--- config.mk ---
export PLATFORM = sky130hd
export DESIGN_NAME = mem_arbiter
export DESIGN_NICKNAME = d
export VERILOG_FILES = /design/src/rtl/mem_arbiter.sv
export SDC_FILE = /design/constraint.sdc
export NUM_CORES = 1
export LEC_CHECK = 0
export ABC_CLOCK_PERIOD_IN_PS = 1700
export CORE_MARGIN = 2
export CORE_UTILIZATION = 38
export CTS_CLUSTER_DIAMETER = 150
export DETAILED_ROUTE_END_ITERATION = 10
export PLACE_DENSITY = 0.74
export SLEW_MARGIN = 30
export SYNTH_ARGS = -nofsm -noshare
export SYNTH_HDL_FRONTEND = slang
export SYNTH_SLANG_ARGS = --single-unit
--- constraint.sdc ---
create_clock -name Clk -period 1.7 [get_ports Clk]
set_clock_uncertainty 0.15 [all_clocks]
set_input_delay 0.34 -clock Clk [delete_from_list [all_inputs] [get_ports Clk]]
set_output_delay 0.34 -clock Clk [all_outputs]
set_load 0.005 [all_outputs]
--- src/rtl/mem_arbiter.sv ---
// Two-port (CPU, loader) arbiter in front of a single shared memory.
// One access at a time; round-robin on simultaneous requests.
module mem_arbiter #(
    parameter int READ_LAT = 1
) (
    input  logic        Clk,
    input  logic        reset,
    input  logic        cpu_req,
    input  logic        cpu_wr,
    input  logic [31:0] cpu_addr,
    input  logic [31:0] cpu_wdata,
    output logic [31:0] cpu_rdata,
    output logic        cpu_ack,
    input  logic        ld_req,
    input  logic        ld_wr,
    input  logic [31:0] ld_addr,
    input  logic [31:0] ld_wdata,
    output logic [31:0] ld_rdata,
    output logic        ld_ack,
    output logic [31:0] mem_addr,
    output logic        mem_wr,
    output logic [31:0] mem_wdata,
    input  logic [31:0] mem_rdata,
    output logic        cpu_stall
);
    typedef enum logic [1:0] {IDLE, ACCESS, DONE} state_t;

    localparam logic [2:0] LAST_CNT  = 3'(READ_LAT);
    localparam logic       GRANT_CPU = 1'b0;
    localparam logic       GRANT_LD  = 1'b1;

    state_t      state;
    state_t      state_nx;
    logic [2:0]  cnt;
    logic        last_grant;
    logic        grant_id;
    logic        pick_ld;
    logic        acc_wr;
    logic [31:0] acc_addr;
    logic [31:0] acc_wdata;

    // On a tie the port that did not win last time gets the grant.
    assign pick_ld = (cpu_req && ld_req) ? (last_grant == GRANT_CPU) : ld_req;

    // NOTE: sequential state uses non-blocking assignments so every register
    // samples pre-edge values regardless of statement order.
    always_ff @(posedge Clk) begin
        if (reset) begin
            state      <= IDLE;
            cnt        <= 3'd0;
            last_grant <= GRANT_LD;
            grant_id   <= GRANT_CPU;
            acc_wr     <= 1'b0;
            acc_addr   <= 32'd0;
            acc_wdata  <= 32'd0;
            cpu_rdata  <= 32'd0;
            ld_rdata   <= 32'd0;
        end else begin
            state <= state_nx;
            case (state)
                IDLE: begin
                    cnt <= 3'd0;
                    if (cpu_req || ld_req) begin
                        grant_id  <= pick_ld;
                        acc_wr    <= pick_ld ? ld_wr    : cpu_wr;
                        acc_addr  <= pick_ld ? ld_addr  : cpu_addr;
                        acc_wdata <= pick_ld ? ld_wdata : cpu_wdata;
                    end
                end
                ACCESS: begin
                    cnt <= cnt + 3'd1;
                    if (!acc_wr && cnt == LAST_CNT) begin
                        if (grant_id == GRANT_LD) ld_rdata  <= mem_rdata;
                        else                      cpu_rdata <= mem_rdata;
                    end
                end
                DONE: last_grant <= grant_id;
                default: ;
            endcase
        end
    end

    // NOTE: every output of this block gets a default first, so no path can
    // leave a value unassigned and infer a latch.
    always_comb begin
        state_nx  = state;
        mem_wr    = 1'b0;
        mem_addr  = 32'd0;
        mem_wdata = 32'd0;
        cpu_ack   = 1'b0;
        ld_ack    = 1'b0;
        case (state)
            IDLE: begin
                if (cpu_req || ld_req) state_nx = ACCESS;
            end
            ACCESS: begin
                mem_addr  = acc_addr;
                mem_wdata = acc_wdata;
                mem_wr    = acc_wr && (cnt == 3'd0);
                if (acc_wr || cnt == LAST_CNT) state_nx = DONE;
            end
            DONE: begin
                cpu_ack  = (grant_id == GRANT_CPU);
                ld_ack   = (grant_id == GRANT_LD);
                state_nx = IDLE;
            end
            default: state_nx = IDLE;
        endcase
    end

    assign cpu_stall = cpu_req && !cpu_ack;

endmodule

Word-level counts from Yosys, hierarchy flattened --
Cells that the tools add are included.
Storage, ports and cells: register bits 136, output and inout port bits 132, logic and storage cells 45
Cells by class: add/sub/neg operators 1, eq/ne operators 5, multiplexer cells 13, bitwise logic cells 2, reductions and logical operators 15
Operators by type and width (number):
- $mux W32 | 4
- $pmux W3 S2 | 1
- $reduce_and A3 Y1 | 2
- $mux W1 | 5
- $logic_and A1 B1 Y1 | 4
- $mux W2 | 2
- $ne A2 B2 Y1 const B | 2
- $pmux W2 S2 | 1
- $reduce_and A2 Y1 | 2
- $add A3 B1 Y3 const B | 1
- $eq A3 B1 Y1 const B | 1
- $logic_not A3 Y1 | 1
- $eq A2 B1 Y1 const B | 1
- $eq A2 B2 Y1 const B | 1
- $logic_not A1 Y1 | 2
- $logic_not A2 Y1 | 1
- $logic_or A1 B1 Y1 | 2
- $not A1 Y1 | 2
- $reduce_bool A2 Y1 | 1

Depth between registers and ports, before layout --
Gate-level depths: netlist (run 1).
depth in word-level cells 4, mapped depth 7, mapped depth without buffers 5

Least setup slack after synthesis (run 1) --
Ideal clock, no wire load.
path type register to register, start point register cnt[0], end point register cpu_rdata[10], library setup time 0.118 ns, data arrival time 1.482 ns, setup slack -0.050 ns, cell stages (with the launch flop) 7, path buffers 2, period minus slack after synthesis 1.750 ns, cells stage by stage dfxtp_1 -> ha_1 -> nand2b_1 -> or4_1 -> buf_6 -> buf_12 -> mux2i_1
Between the ends: word-level cells in the longest chain between the ends 3
RTL lines:
- from (decl) | RTL line 34 | logic [2:0] cnt;
- from (signal assigned) | RTL line 71 | cnt <= cnt + 3'd1;
- $eq A3 B1 Y1 | RTL line 72 | if (!acc_wr && cnt == LAST_CNT) begin
- $logic_and A1 B1 Y1 | RTL line 72
- $reduce_and A3 Y1 (no source line)
- to (signal assigned) | RTL line 74 | else cpu_rdata <= mem_rdata;
- to (decl) | RTL line 12 | output logic [31:0] cpu_rdata,
Every way passes these cells. A chain may end at the register's enable or synchronous reset.

Final worst setup path (run 1) --
start point register state[0], end point output mem_wdata[3]
Between the ends: word-level cells in the longest chain between the ends 2
RTL lines:
- from (decl) | RTL line 32 | state_t state;
- from (signal assigned) | RTL line 59 | state <= state_nx;
- $eq A2 B1 Y1 | RTL line 92 | case (state)
- $mux W32 | RTL line 92
- to (decl) | RTL line 22 | output logic [31:0] mem_wdata,
Every way passes these cells.

==> implementation parameters, run 1 <==
Parameter                              Value

Floorplanning
  Placement Rows ... 47
  Top Ports ... a little under 300
  Die area ... around 18000 sq um
  Vertical die dimension ... between 100 and 150 microns
  Area of the core ... between 15000 and 20000 sq um
  Die Width ... 133.3 microns
  Starting Density ... 0.3859

Critical path
  CP dominant cell by count ... sky130_fd_sc_hd__buf_12
  Required time at the worst-slack endpoint ... 1.21 ns
  Worst setup EP type ... output pin
  Cell count of the worst reg-to-reg path ... 7
  Crit path max-delay cell type ... sky130_fd_sc_hd__dfxtp_2
  Critical Path Source Type ... flip-flop
  Largest incremental delay on the critical path ... 0.32 ns
  CP top delay family ... buffers and inverters
  Crit path max fanout ... 6
  Setup CP Type ... reg2out
  List of cells traversed by the critical path ... nor2b_4 > buf_12 > buf_12 > clkbuf_16 > and2_4 > buf_6
  Data arrival time at the worst-slack endpoint ... around 1.5 ns
  Total stage count of the critical path ... 6
  Crit path buf inv count ... 4

Detailed routing
  DR iter-0 viols ... approximately 370
  Routed Wire Length ... ~24000 microns
  Detail Route Antenna Nets ... 0
  Average detailed-routed wire length per instance ... about 18 microns
  Detailed Routing Iterations Pass 1 ... 5
  Post-detailed-route via-to-cell ratio ... between 5 and 6
  Vias after detailed routing ... approximately 6700
  Number of remaining DRC errors ... 0

STA
  Shortest clock period the worst path allows after layout ... roughly 2.0 ns
  RSZ-0062 raised after global routing ... true
  Final number of setup-violating endpoints ... about 190
  Fin Hold WS ... 0.1825 ns
  Maximum operating frequency ... 0.4971 GHz
  Share of the clock period used by the worst path after layout ... 1.183
  Final slew viol count ... 0
  Setup WS post-layout ... -0.3118 ns
  Summed negative setup slack over all endpoints ... -27.73 ns
  Final hold violations ... 0
  Worst Max-Slew Pin Slew ... between 0.3 and 0.4 ns
  Tightest slew margin relative to the limit ... 0.7357

Final layout
  Number of nets at the end of the flow ... around 1200
  Fin util ... 0.6933
  Fraction of layout cells with a size suffix above 1 ... 0.2622
  Layout area overhead ... 79.64%
  ANT cells ... 0

Place
  Port bufs ... roughly 300
  Routability-driven placement congestion ratio ... approximately 0.85
  Dpl ws ... -0.3394 ns
  Detailed-placement wirelength estimate ... approximately 14000 microns

Clock network
  Clk Latency, worst-skew pair ... between 0.4 and 0.5 ns
  Clock tree sinks ... around 140
  Clock tree from TritonCTS ... yes
  Maximum clock insertion buffer count ... 2
  Number of buffers created by CTS ... 17
  Clock edge transition at the registers on the reported setup and hold paths ... approximately 0.060 ns
  H-tree lvl count ... 4
  Root buffer cell ... sky130_fd_sc_hd__clkbuf_16

Logic synthesis
  Post-synth top area cell ... sky130_fd_sc_hd__dfxtp_1
  Fraction of synthesized cell area taken by the top area cell type ... 0.4284
  Post-Syn Instances ... roughly 730
  Flip-flop and latch count after synthesis ... 136
  Mean Syn Cell Area ... 8.693 sq um
  Number of distinct library cells after synthesis ... 33
  Number of nets in the synthesized netlist ... 900
  Dominant cells by area after synthesis ... sky130_fd_sc_hd__dfxtp_1 43%, sky130_fd_sc_hd__mux2i_1 10%, sky130_fd_sc_hd__nand2b_1 9.6%
  Number of warnings reported in the yosys synthesis log ... 0
  Summed instance area of the synthesized netlist ... 6355 sq um
  Sequential cell area fraction in the yosys report ... 0.4284

Power and ir drop
  Pwr/cell area ... between 800 and 900 nW/um^2
  LEAKAGE ... 0.005039 uW
  Worst IR Drop VDD ... 715.4 uV

Worst hold path
  Type of the tightest min-delay check ... in2reg
  Worst Hold Path Cells ... 2

Global route
  Global-route wire length before repair ... roughly 33000 microns
  Initial antenna violation count ... 0
  Pin count of the biggest net entering global routing ... 49
  Total overflow reported by the global router ... 0
  Total global routing track utilization ... 0.2379
  Number of global-route vias before repair ... between 6000 and 7000

Run
  Maximum Capacitance Violations ... 0

Status
  Run status ... finished, violations left
  Failing checks ... setup timing
-- metal layers --
metal	track usage	part of all wire
met1	0.2955	0.41
met4	0.08865	0.032
met2	0.3872	0.47
met5	0	0
met3	0.07610	0.087
-- logic make-up (layout without fill, tap and decap cells) --
kind of cell             count (synthesis)  count (layout)  synth area share
flip-flops                             136             136            0.4284
adder cells (fa/ha/maj)                  3               3          0.005907
AO/OA/AOI/OAI                          141             141            0.1530
buffers and inverters                   73             427           0.05375
AND/OR/NAND/NOR                        314             316            0.2581
multiplexers                            64              64            0.1008
-- sequential cells by signal (all words and copies together) (netlist names), 2 cells and up --
name / count
acc_addr: 32
acc_wdata: 32
cnt: 3
ld_rdata: 32
cpu_rdata: 32
state: 2
-- cell usage after synthesis --
library cell	instances
sky130_fd_sc_hd__buf_6	4
sky130_fd_sc_hd__buf_1	4
sky130_fd_sc_hd__buf_2	8
sky130_fd_sc_hd__a311oi_1	65
sky130_fd_sc_hd__ha_1	3
sky130_fd_sc_hd__nand2b_4	1
sky130_fd_sc_hd__a21bo_2	1
sky130_fd_sc_hd__and2_1	65
sky130_fd_sc_hd__nor2_1	6
sky130_fd_sc_hd__nor4_1	1
sky130_fd_sc_hd__or2_2	1
sky130_fd_sc_hd__dfxtp_1	136
sky130_fd_sc_hd__a32oi_1	1
sky130_fd_sc_hd__buf_12	1
sky130_fd_sc_hd__a21o_1	1
sky130_fd_sc_hd__a211o_1	1
sky130_fd_sc_hd__a21oi_1	68
sky130_fd_sc_hd__nor2b_1	3
sky130_fd_sc_hd__a211oi_1	1
sky130_fd_sc_hd__nand3b_1	1
sky130_fd_sc_hd__or4_1	2
sky130_fd_sc_hd__nand3_1	1
sky130_fd_sc_hd__nand2b_1	98
sky130_fd_sc_hd__nor4_4	1
sky130_fd_sc_hd__nand2_1	133
sky130_fd_sc_hd__mux2i_1	64
sky130_fd_sc_hd__a21boi_0	1
sky130_fd_sc_hd__inv_1	4
sky130_fd_sc_hd__clkbuf_1	49
sky130_fd_sc_hd__a22oi_1	1
sky130_fd_sc_hd__o21ai_0	1
sky130_fd_sc_hd__buf_4	3
sky130_fd_sc_hd__nor3_1	1
-- power by group --
group,total [uW],switching (uW),internal (uW),leakage [uW]
clock,3860,1500,2360,0.000287
combinational,2620,1090,1530,0.00364
sequential,3570,144,3420,0.00112
total,10100,2740,7310,0.00504
-- timing repair --
item | CTS | global route
setup endpoints to repair | 164 | 195
setup buffers | 22 | 11
cloned | 6 | 21
pin swaps | 23 | 57
gates resized for setup | 419 | 71
hold buffers | 0 | 0
-- final timing paths --
kind / startpoint / to / slack, ns
setup / recovery: state[0]$_SDFFE_PP0P_ / mem_wdata[3] / -0.31
hold / removal: reset / cnt[1]$_SDFFE_PP0P_ / 0.18
setup reg to reg: state[0]$_SDFFE_PP0P_ / acc_addr[12]$_SDFFE_PP0P_ / -0.13
hold reg to reg: cpu_rdata[23]$_SDFFE_PP0P_ / cpu_rdata[23]$_SDFFE_PP0P_ / 0.32
-- worst reg2reg max path, delay by kind of cell, from the launching register on --
kind	cells	cell delay, ns
buffers and inverters	4	0.56
DFF	1	0.32
AOI/OAI and AO/OA	1	0.09
and+or+nand+nor	2	0.61
-- cell type report --
type                            instances  area [sq um]
Multi-Input combinational cell        524          3645
Sequential cell                       136          2736
Inverter                                4         15.01
Timing Repair Buffer                  391          4133
Clock buffer                           19         442.9
Fill cell                            1297          5050
Tap cell                              220         275.3
Clock inverter                         13         168.9
-- metrics by stage --
| stage | instances | cell area, sq um | total power, uW |
|---|---|---|---|
| 2_1_floorplan | 731 | 6392 | 4430 |
| 3_3_place_gp | 1224 | 9916 | 5478 |
| 3_5_place_dp | 1224 | 9916 | 5500 |
| 4_1_cts | 1282 | 10750 | 9543 |
| 5_1_grt | 1307 | 11420 | 10410 |
| 6_report | 1307 | 11420 | 10050 |
-- cell usage in the layout, fill, tap and decap left out, drive strengths merged --
| cell | Yosys | layout |
|---|---|---|
| mux2i | 64 | 64 |
| clkinvlp | 0 | 4 |
| bufinv | 0 | 3 |
| a32oi | 1 | 1 |
| or4 | 2 | 3 |
| nand3 | 1 | 1 |
| nand2b | 99 | 99 |
| nor2b | 3 | 3 |
| a22oi | 1 | 1 |
| a21o | 1 | 1 |
| dlygate4sd2 | 0 | 64 |
| nor4 | 2 | 2 |
| dfxtp | 136 | 136 |
| ha | 3 | 3 |
| a21oi | 68 | 68 |
| a211o | 1 | 1 |
| a21boi | 1 | 1 |
| a21bo | 1 | 1 |
| buf | 20 | 150 |
| nor3 | 1 | 1 |
| o21ai | 1 | 1 |
| a311oi | 65 | 65 |
| clkbuf | 49 | 32 |
| clkdlybuf4s50 | 0 | 164 |
| inv | 4 | 7 |
| a211oi | 1 | 1 |
| nand3b | 1 | 1 |
| clkinv | 0 | 3 |
| and2 | 65 | 66 |
| nor2 | 6 | 6 |
| or2 | 1 | 1 |
| nand2 | 133 | 133 |
Power figures use the tool's default switching activity.
==> run 2, diff against run 1 <==
- CAP_MARGIN: not set -> 20
- CTS_CLUSTER_DIAMETER: 150 -> 50
==> results of run 2 <==
Same layout as run 1: the final DEF is identical, and so are final timing and power.
==> run 3, diff against run 2 <==
- CORE_UTILIZATION: 38 -> 50
- DONT_BUFFER_PORTS: not set -> 1
- PLACE_DENSITY: 0.74 -> 0.64
==> run 3 against run 2 <==
The flow finishes with violations (hold timing, setup timing). Final cell count down 20%. Sequential share of layout area increased by 4.8 points. Critical endpoint is now mem_wdata[5]. Power down 6.7%. Die area fell by 23%. Critical path type unchanged. Design area is 17% lower. Clock power decreased by 2%. Worst hold slack worse by 0.31 ns. Core utilization increased by 6.7 points. Global-route usage grew 5.0 points. Combinational power shrank 24%.
==> implementation parameters, run 3 (synthesis gave the netlist of run 1 again) <==
Parameter                              Value

Critical path
  Worst setup EP type ... output pin
  CP dominant cell by count ... sky130_fd_sc_hd__buf_12
  Required time at the worst-slack endpoint ... 1.21 ns (about the same)
  List of cells traversed by the critical path ... buf_6 > nor2b_4 > buf_12 > buf_12 > and2_4
  Setup CP Type ... reg2out
  Crit path max-delay cell type ... sky130_fd_sc_hd__dfxtp_2
  Crit path max fanout ... 12 (+6)
  CP top delay family ... buffers and inverters
  Critical Path Source Type ... flip-flop
  Crit path buf inv count ... 3 (-1)
  Largest incremental delay on the critical path ... 0.33 ns (about the same)
  Data arrival time at the worst-slack endpoint ... 1.48 ns (-0.04 ns)

Detailed routing
  Detail Route Antenna Nets ... 0 (unchanged)
  Number of remaining DRC errors ... 0 (unchanged)
  Detailed Routing Iterations Pass 1 ... 5 (unchanged)
  Average detailed-routed wire length per instance ... 24.58 microns (+33%)
  Routed Wire Length ... 25810 microns (+7.0%)
  DR iter-0 viols ... 520 (+39%)
  Vias after detailed routing ... 6278 (-6.2%)
  Post-detailed-route via-to-cell ratio ... 5.979 (+17%)

Clock network
  H-tree lvl count ... 4 (unchanged)
  Clock tree sinks ... 136 (unchanged)
  Clk Latency, worst-skew pair ... 0.42 ns (about the same)
  Cts-stage hold buffer count ... 120 (+120)
  Root buffer cell ... sky130_fd_sc_hd__clkbuf_16
  Clock edge transition at the registers on the reported setup and hold paths ... 0.06 ns (about the same)
  Maximum clock insertion buffer count ... 2 (unchanged)
  Number of buffers created by CTS ... 17 (unchanged)
  Clock tree from TritonCTS ... yes

Floorplanning
  Die Width ... 116.7 microns (-12%)
  Placement Rows ... 41 (-13%)
  Top Ports ... 298 (unchanged)
  Area of the core ... 12520 sq um (-24%)
  Vertical die dimension ... 116.7 microns (-12%)
  Die area ... 13630 sq um (-23%)
  Starting Density ... 0.5077 (+0.1218)

Place
  Port bufs ... 0 (-100%)
  DP Cell Count ... 857 (-30%)
  Routability-driven placement congestion ratio ... 0.7562 (-11%)
  Detailed-placement wirelength estimate ... 11450 microns (-21%)
  Dpl ws ... 0.01613 ns (+0.3555 ns)

Power and ir drop
  Sequential Power Share ... 0.384 (+0.029)
  Total net switching power ... 2546 uW (-7.1%)
  Power after layout ... 9375 uW (-6.7%)
  LEAKAGE ... 0.003564 uW (-29%)
  Worst IR Drop VDD ... 591.6 uV (-17%)
  Combinational cell fraction of total power ... 0.212 (-0.049)
  Pwr/cell area ... 985.4 nW/um^2 (+12%)
  Switch share ... 0.2716 (-0.0009134)
  Cell-internal power ... 6829 uW (-6.6%)
  Clock power share ... 0.404 (+0.020)

STA
  Final slew viol count ... 0 (unchanged)
  Summed negative setup slack over all endpoints ... -21.86 ns (+5.864 ns)
  Share of the clock period used by the worst path after layout ... 1.158 (-0.02544)
  Tightest slew margin relative to the limit ... 0.5352 (-0.2005)
  Final hold violations ... 72 (+72)
  Maximum operating frequency ... 0.5080 GHz (+2.2%)
  Shortest clock period the worst path allows after layout ... 1.969 ns (-0.04325 ns)
  Worst Max-Slew Pin Slew ... 0.6972 ns (+0.3013 ns)
  Fin Hold WS ... -0.1273 ns (-0.3098 ns)
  Setup WS post-layout ... -0.2685 ns (+0.04325 ns)
  RSZ-0062 raised after global routing ... true
  Final number of setup-violating endpoints ... 158 (-19%)

Global route
  Pin count of the biggest net entering global routing ... 169 (+240%)
  Number of global-route vias before repair ... 5875 (-3.9%)
  Global-route wire length before repair ... 30300 microns (-8.4%)
  Initial antenna violation count ... 2 (+2)
  Total overflow reported by the global router ... 0 (unchanged)
  Total global routing track utilization ... 0.2875 (+0.04955)

Final layout
  Number of nets at the end of the flow ... 1034 (-17%)
  Non-filler instance count after layout ... 1050 (-20%)
  Most common cell after layout, fill and taps aside ... sky130_fd_sc_hd__nand2_1
  Fin util ... 0.7601 (+0.06678)
  Fraction of layout cells with a size suffix above 1 ... 0.2374 (-0.02475)
  Layout area overhead ... 49.71%
  Most used cells in the layout excluding fill and tap cells ... 132 x sky130_fd_sc_hd__nand2_1, 130 x sky130_fd_sc_hd__dfxtp_1, 119 x sky130_fd_sc_hd__dlygate4sd3_1

Status
  Run status ... finished, violations left
  Failing checks ... hold timing, setup timing

Worst hold path
  Type of the tightest min-delay check ... in2reg

Run
  Maximum Capacitance Violations ... 0 (unchanged)
run 3: per-layer routing:
layer	global-route usage	wire length [microns]	up-vias
li1	-	-	2787
met1	0.3149	9180	2968
met2	0.4960	12940	427
met3	0.09860	2579	96
met4	0.1427	1105	0
met5	0	0	-
run 3: final timing paths:
kind	from	to	slack, ns	cells after the start
max	state[1]$_SDFFE_PP0P_	mem_wdata[5]	-0.27	5
min	reset	acc_addr[28]$_SDFFE_PP0P_	-0.13	1
max reg2reg	cnt[1]$_SDFFE_PP0P_	ld_rdata[0]$_SDFFE_PP0P_	-0.21	8
min reg2reg	acc_wdata[15]$_SDFFE_PP0P_	acc_wdata[15]$_SDFFE_PP0P_	0.35	2
run 3: per-stage QoR:
| step | hold WS (ns) | cell area, sq um |
|---|---|---|
| after global placement | 0.2661 | 6570 |
| after detailed placement | 0.2755 | 6570 |
| final | -0.1273 | 9514 |
| after CTS | -0.1655 | 8509 |
| after floorplan | 0.3045 | 6392 |
| after global routing | -0.1740 | 9514 |
run 3: area by class of cell:
class	count	area, sq um
multi-input cells	526	3812
clock inverters	8	122.6
clock buffers	22	464.2
fillers	833	3003
inverters	4	17.52
well taps	172	215.2
flip-flops and latches	136	2738
repair buffers	180	2140
diodes	2	5.005
run 3: power groups by stage:
stage / Clock [uW] / Combinational [uW] / Sequential [uW]
floorplan: 0 / 851 / 3580
global placement: 0 / 1070 / 3610
detailed placement: 0 / 1100 / 3610
CTS: 3740 / 1310 / 3560
global route: 3930 / 2090 / 3620
finish: 3790 / 1980 / 3600
run 3: worst reg2reg max path, stage by stage, from the launching register on:
cell                        delay (ns)
sky130_fd_sc_hd__dfxtp_4          0.36
sky130_fd_sc_hd__inv_4            0.06
sky130_fd_sc_hd__ha_4             0.14
sky130_fd_sc_hd__nand2b_4         0.10
sky130_fd_sc_hd__buf_6            0.15
sky130_fd_sc_hd__nor4_4           0.23
sky130_fd_sc_hd__buf_4            0.23
sky130_fd_sc_hd__clkbuf_16        0.18
sky130_fd_sc_hd__mux2i_1          0.24
run 3: repair_timing:
| item | in CTS | in global routing |
|---|---|---|
| cloned | 1 | 24 |
| pin swaps | 0 | 64 |
| setup endpoints to repair | 68 | 152 |
| resized for setup | 30 | 121 |
| buffers inserted | 4 | 15 |
| endpoints found under the hold margin | 136 | 72 |
